===== config.mk =====
export PLATFORM = sky130hd
export DESIGN_NAME = fu_cdb_unit
export DESIGN_NICKNAME = d
export VERILOG_FILES = /design/src/rtl/fu_cdb_unit.sv
export SDC_FILE = /design/constraint.sdc
export NUM_CORES = 1
export LEC_CHECK = 0
export BUFFER_PORTS_ARGS = -buffer_cell sky130_fd_sc_hd__buf_2
export CORE_MARGIN = 5
export CORE_UTILIZATION = 35
export DETAILED_ROUTE_END_ITERATION = 12
export PLACE_DENSITY = 0.59
export SLEW_MARGIN = 20
export SYNTH_ARGS = -nofsm -noshare
export SYNTH_HDL_FRONTEND = slang
export SYNTH_SLANG_ARGS = --single-unit
export TNS_END_PERCENT = 1

===== constraint.sdc =====
create_clock -name clk -period 6.8 [get_ports clk]
set_clock_uncertainty 0.05 [all_clocks]
set_input_delay 1.02 -clock clk [delete_from_list [all_inputs] [get_ports clk]]
set_output_delay 1.02 -clock clk [all_outputs]
set_load 0.1 [all_outputs]

===== src/rtl/fu_cdb_unit.sv =====
// Functional unit between the RS FU bus and the CDB: accepts one instruction,
// runs a single-cycle ALU op or an iterative shift-add multiply, then broadcasts.
module fu_cdb_unit #(
    parameter int DW   = 8,
    parameter int TAGW = 4
) (
    input  logic                 clk,
    input  logic                 rst,
    input  logic                 futransmit,
    input  logic [DW-1:0]        operand,
    input  logic [DW-1:0]        wbs,
    input  logic [1:0][DW-1:0]   depvals,
    input  logic [DW-1:0]        flag,
    input  logic [DW-1:0]        robid,
    output logic                 fuclaimed,
    output logic                 cdbreq,
    input  logic                 cdbgrant,
    output logic [TAGW-1:0]      depins,
    output logic [DW-1:0]        depinval,
    output logic [DW-1:0]        flagout,
    output logic [DW-1:0]        robidout
);

    localparam int CW = $clog2(DW + 1);

    typedef enum logic [1:0] {
        IDLE  = 2'd0,
        MUL   = 2'd1,
        BCAST = 2'd2
    } state_t;

    state_t              state, state_nxt;
    logic [TAGW-1:0]     tag_q;
    logic [DW-1:0]       rob_q;
    logic [DW-1:0]       res_q;
    logic                carry_q;
    logic [2*DW-1:0]     prod_q;
    logic [2*DW-1:0]     mcand_q;
    logic [DW-1:0]       mplier_q;
    logic [CW-1:0]       cnt_q;

    logic [2:0]          opcode;
    logic                is_mul;
    logic [DW-1:0]       op_a, op_b;
    logic                cin;
    logic [2:0]          shamt;
    logic [DW:0]         wide;
    logic [DW-1:0]       alu_res;
    logic                alu_carry;
    logic [2*DW-1:0]     prod_add;
    logic                mul_last;
    logic                unused_bits;

    assign opcode   = operand[2:0];
    assign is_mul   = (opcode == 3'd7);
    assign op_a     = depvals[0];
    assign op_b     = depvals[1];
    assign cin      = flag[0];
    assign shamt    = op_b[2:0];
    assign prod_add = mplier_q[0] ? (prod_q + mcand_q) : prod_q;
    assign mul_last = (cnt_q == CW'(1));

    assign unused_bits = ^{flag[DW-1:1], operand[DW-1:3], wbs[DW-1:TAGW]};

    // Carry is the bit that falls off the DW-wide result; for SUB it is the borrow.
    always_comb begin
        wide      = '0;
        alu_res   = '0;
        alu_carry = 1'b0;
        case (opcode)
            3'd0: begin
                wide      = {1'b0, op_a} + {1'b0, op_b} + {{DW{1'b0}}, cin};
                alu_res   = wide[DW-1:0];
                alu_carry = wide[DW];
            end
            3'd1: begin
                wide      = {1'b0, op_a} - {1'b0, op_b} - {{DW{1'b0}}, cin};
                alu_res   = wide[DW-1:0];
                alu_carry = wide[DW];
            end
            3'd2: alu_res = op_a & op_b;
            3'd3: alu_res = op_a | op_b;
            3'd4: alu_res = op_a ^ op_b;
            3'd5: begin
                wide      = {1'b0, op_a} << shamt;
                alu_res   = wide[DW-1:0];
                alu_carry = wide[DW];
            end
            3'd6: begin
                wide      = {op_a, 1'b0} >> shamt;
                alu_res   = wide[DW:1];
                alu_carry = wide[0];
            end
            default: ;
        endcase
    end

    always_ff @(posedge clk) begin
        if (!rst)
            state <= IDLE;
        else
            state <= state_nxt;
    end

    always_comb begin
        state_nxt = state;
        case (state)
            IDLE:    if (futransmit) state_nxt = is_mul ? MUL : BCAST;
            MUL:     if (mul_last)   state_nxt = BCAST;
            BCAST:   if (cdbgrant)   state_nxt = IDLE;
            default: state_nxt = IDLE;
        endcase
    end

    // Datapath only loads in IDLE, so futransmit while claimed cannot disturb it.
    always_ff @(posedge clk) begin
        if (!rst) begin
            tag_q    <= '0;
            rob_q    <= '0;
            res_q    <= '0;
            carry_q  <= 1'b0;
            prod_q   <= '0;
            mcand_q  <= '0;
            mplier_q <= '0;
            cnt_q    <= '0;
        end else begin
            case (state)
                IDLE: begin
                    if (futransmit) begin
                        tag_q <= wbs[TAGW-1:0];
                        rob_q <= robid;
                        if (is_mul) begin
                            prod_q   <= '0;
                            mcand_q  <= {{DW{1'b0}}, op_a};
                            mplier_q <= op_b;
                            cnt_q    <= CW'(DW);
                            res_q    <= '0;
                            carry_q  <= 1'b0;
                        end else begin
                            res_q   <= alu_res;
                            carry_q <= alu_carry;
                        end
                    end
                end
                MUL: begin
                    prod_q   <= prod_add;
                    mcand_q  <= mcand_q << 1;
                    mplier_q <= mplier_q >> 1;
                    cnt_q    <= cnt_q - CW'(1);
                    if (mul_last) begin
                        res_q   <= prod_add[DW-1:0];
                        carry_q <= |prod_add[2*DW-1:DW];
                    end
                end
                default: ;
            endcase
        end
    end

    always_comb begin
        fuclaimed = (state != IDLE);
        cdbreq    = (state == BCAST);
        depins    = cdbreq ? tag_q : '0;
        depinval  = cdbreq ? res_q : '0;
        robidout  = cdbreq ? rob_q : '0;
        flagout   = cdbreq ? {{(DW-2){1'b0}}, carry_q, (res_q == '0)} : '0;
    end

endmodule


==> metrics.txt <==
status complete, no violations; drt first pass iters 5; final setup vio count 0; DR vias/cell 5.40; Mapped Cells 693; clock network power share 43.4%; Min-Delay Path Class reg -> reg; CTS clock-pin slew for the worst setup and hold paths 60 ps; Unique masters post-synth 62; antenna viol nets, final 0; wire length per cell 16.3 um; Worst setup SP type input pin; f_max 0.238 GHz; RR Startpoint prod_q[0]; Sw Ratio 30.5%; unrepaired setup endpoints after global routing false; global-route wire length before repair 25.0 mm; post-layout min period 4200 ps; row cnt 46; crit path from depvals[8]; Worst VDD drop 0.120 mV; buffer count from post-CTS setup fixing 0; HP Start rob_q[3]; Num Clock Sinks 67; setup tns final 0 ps; Setup WS pre-CTS 2270 ps; Fin. Hold Viols 0; Die Y 137 um; Max-Slew Margin vs Limit 33.1%; R2R cell count 10; Tightest Pin Transition 1000 ps; CTS max path bufs 2; commonest non-fill, non-tap cell in the layout nand2_1; drt total wl 15.4 mm; slack of the worst reg-to-reg path 3850 ps; power density over the cells 198 nW/um2; CP Data Required Time 6970 ps; reg2reg end carry_q; Root Driver clkbuf_16; max incr delay on CP 510 ps; crit-path max FO 19; Comb power frac 23.4%; vias in the first global route 4,838; Slew Limit Fails 0; Crit-path slowest cell fa_1; leakage 2.80 nW; Post-CTS Resized 0; Worst-Skew Late Latency 330 ps; Yosys Warn Count 0; diode count 0; layout cells sized above 1 14.3%; total number of vias 5,121; worst hold path depth 2; Nets 832; Synth Area per Inst 8.12 um2; cts-stage hold buffer count 0; CTS HTree Levels 3; CTS buffer count 9; gpl congestion 0.912; Seq/Total Area, Yosys 23.8%; largest net degree at the start of global routing 68; worst-path cell chain buf_2, inv_1, fa_1, fa_1, o21ai_1, a211oi_1, a31oi_1, xnor2_1, o22ai_1, o211ai_1, nand2_1, o311a_1; final core utilization 40.5%; final worst setup slack 2600 ps; hold path endpoint rob_q[3]; I/O pin cnt 82; DRC violations left 0; 1st-iter DRT viols 298; initial antenna violation count 0; Crit path arrival time 4370 ps; Internal 0.882 mW; area delta synth->final 13.9%; top_reg_cell synth dfxtp_1; Flop pwr share 33.3%; critical path capture point type flip-flop; hold_ws 413 ps; most used cell along the critical path fa_1; Fill cells 1,642; #FFs+latches synth 67; IO Port Bufs 59; mapped cell area 5630 um2; die area 18,700 um2; GRT overflow 0; GRT Overall Usage 16.6%; Die W 137 um; Starting Density 35.6%; kind of critical path in -> reg; CTS tree done; Area after DPL 6060 um2; MaxCap Viol Count 0; DP HPWL 11.5 mm; post-route design area 6410 um2; EDFF count, synth 0; most frequent cells in the layout nand2_1 (75), dfxtp_1 (67), buf_2 (59); Async SR Flop Fraction 0%; Core Region 15,800 um2; NetSw 0.387 mW; final worst path period share 61.8%
==> logic make-up after synthesis <==
logic type	after synthesis	share of synthesized area [%]
other	1	0.0666
adder cells (fa/ha/maj)	53	12.4
AND/OR/NAND/NOR	214	18.4
buffers and inverters	80	5.91
multiplexers	28	7.13
XOR/XNOR	25	3.89
AO/OA/AOI/OAI	225	28.3
flip-flops	67	23.8
==> state kept, by name, summed over array words and instances, names as in the netlist <==
name	count
mplier_q	8
cnt_q	4
rob_q	8
state	2
mcand_q	16
tag_q	4
res_q	8
prod_q	16
carry_q	1
==> synthesized netlist by cell type (all sizes together) (14+ instances only) <==
master,count,share of area [%]
nand2,75,5.0
dfxtp,67,24
ha,48,11
o21ai,42,3.8
a21oi,41,3.6
nor2,36,2.4
clkbuf,33,2.2
inv,33,2.2
nor2b,28,3.1
and2,26,2.9
a22oi,22,2.9
a21boi,20,2.7
o211ai,19,2.5
mux2i,15,2.7
o211a,15,2.7
xnor2,15,2.3
buf,14,1.5
==> area by class of cell <==
| type | count | area (um2) | share of cell area, % |
|---|---|---|---|
| Clock buffer | 11 | 243 | 3.79 |
| Clock inverter | 5 | 108 | 1.68 |
| Inverter | 33 | 124 | 1.93 |
| Multi-Input combinational cell | 551 | 3980 | 62.2 |
| Sequential cell | 67 | 1340 | 20.9 |
| Tap cell | 216 | 270 | 4.22 |
| Timing Repair Buffer | 65 | 340 | 5.31 |
==> how the worst max path moves through the flow <==
| stage | cells past startpoint | slack [ps] | to |
|---|---|---|---|
| after floorplan | 12 | 3130 | carry_q |
| after global placement | 12 | 2290 | carry_q |
| after detailed placement | 12 | 2270 | carry_q |
| after CTS | 12 | 2610 | carry_q |
| after global routing | 12 | 2350 | carry_q |
| final | 12 | 2600 | carry_q |
==> routing by layer <==
| metal | global-route usage [%] | part of all wire, % | vias to the layer above | wire, um |
|---|---|---|---|---|
| li1 | - | - | 2572 | - |
| met1 | 23.0 | 48 | 2430 | 7410 |
| met2 | 26.7 | 47 | 102 | 7180 |
| met3 | 2.50 | 3.5 | 17 | 543 |
| met4 | 4.55 | 1.8 | 0 | 276 |
| met5 | 0 | 0 | - | 0 |
==> power groups by stage <==
| stage | Sequential [mW] | Clock, mW | Combinational [mW] |
|---|---|---|---|
| floorplan | 0.426 | 0 | 0.228 |
| CTS | 0.422 | 0.560 | 0.296 |
| global placement | 0.430 | 0 | 0.294 |
| finish | 0.422 | 0.550 | 0.297 |
| detailed placement | 0.431 | 0 | 0.295 |
| global route | 0.424 | 0.577 | 0.325 |
==> metrics by stage <==
step                instances  power, mW
floorplan                 698      0.654
global placement          932      0.725
detailed placement        932      0.725
CTS                       948       1.28
global route              948       1.33
finish                    948       1.27
==> critical path: cells and delay by family <==
| kind | cells | cell delay, ps |
|---|---|---|
| AO/OA/AOI/OAI | 6 | 1420 |
| XOR/XNOR | 1 | 140 |
| adder cells (fa/ha/maj) | 2 | 930 |
| buffers and inverters | 2 | 740 |
| AND/OR/NAND/NOR | 1 | 100 |
Note: power is estimated with default switching activity, not from simulation.
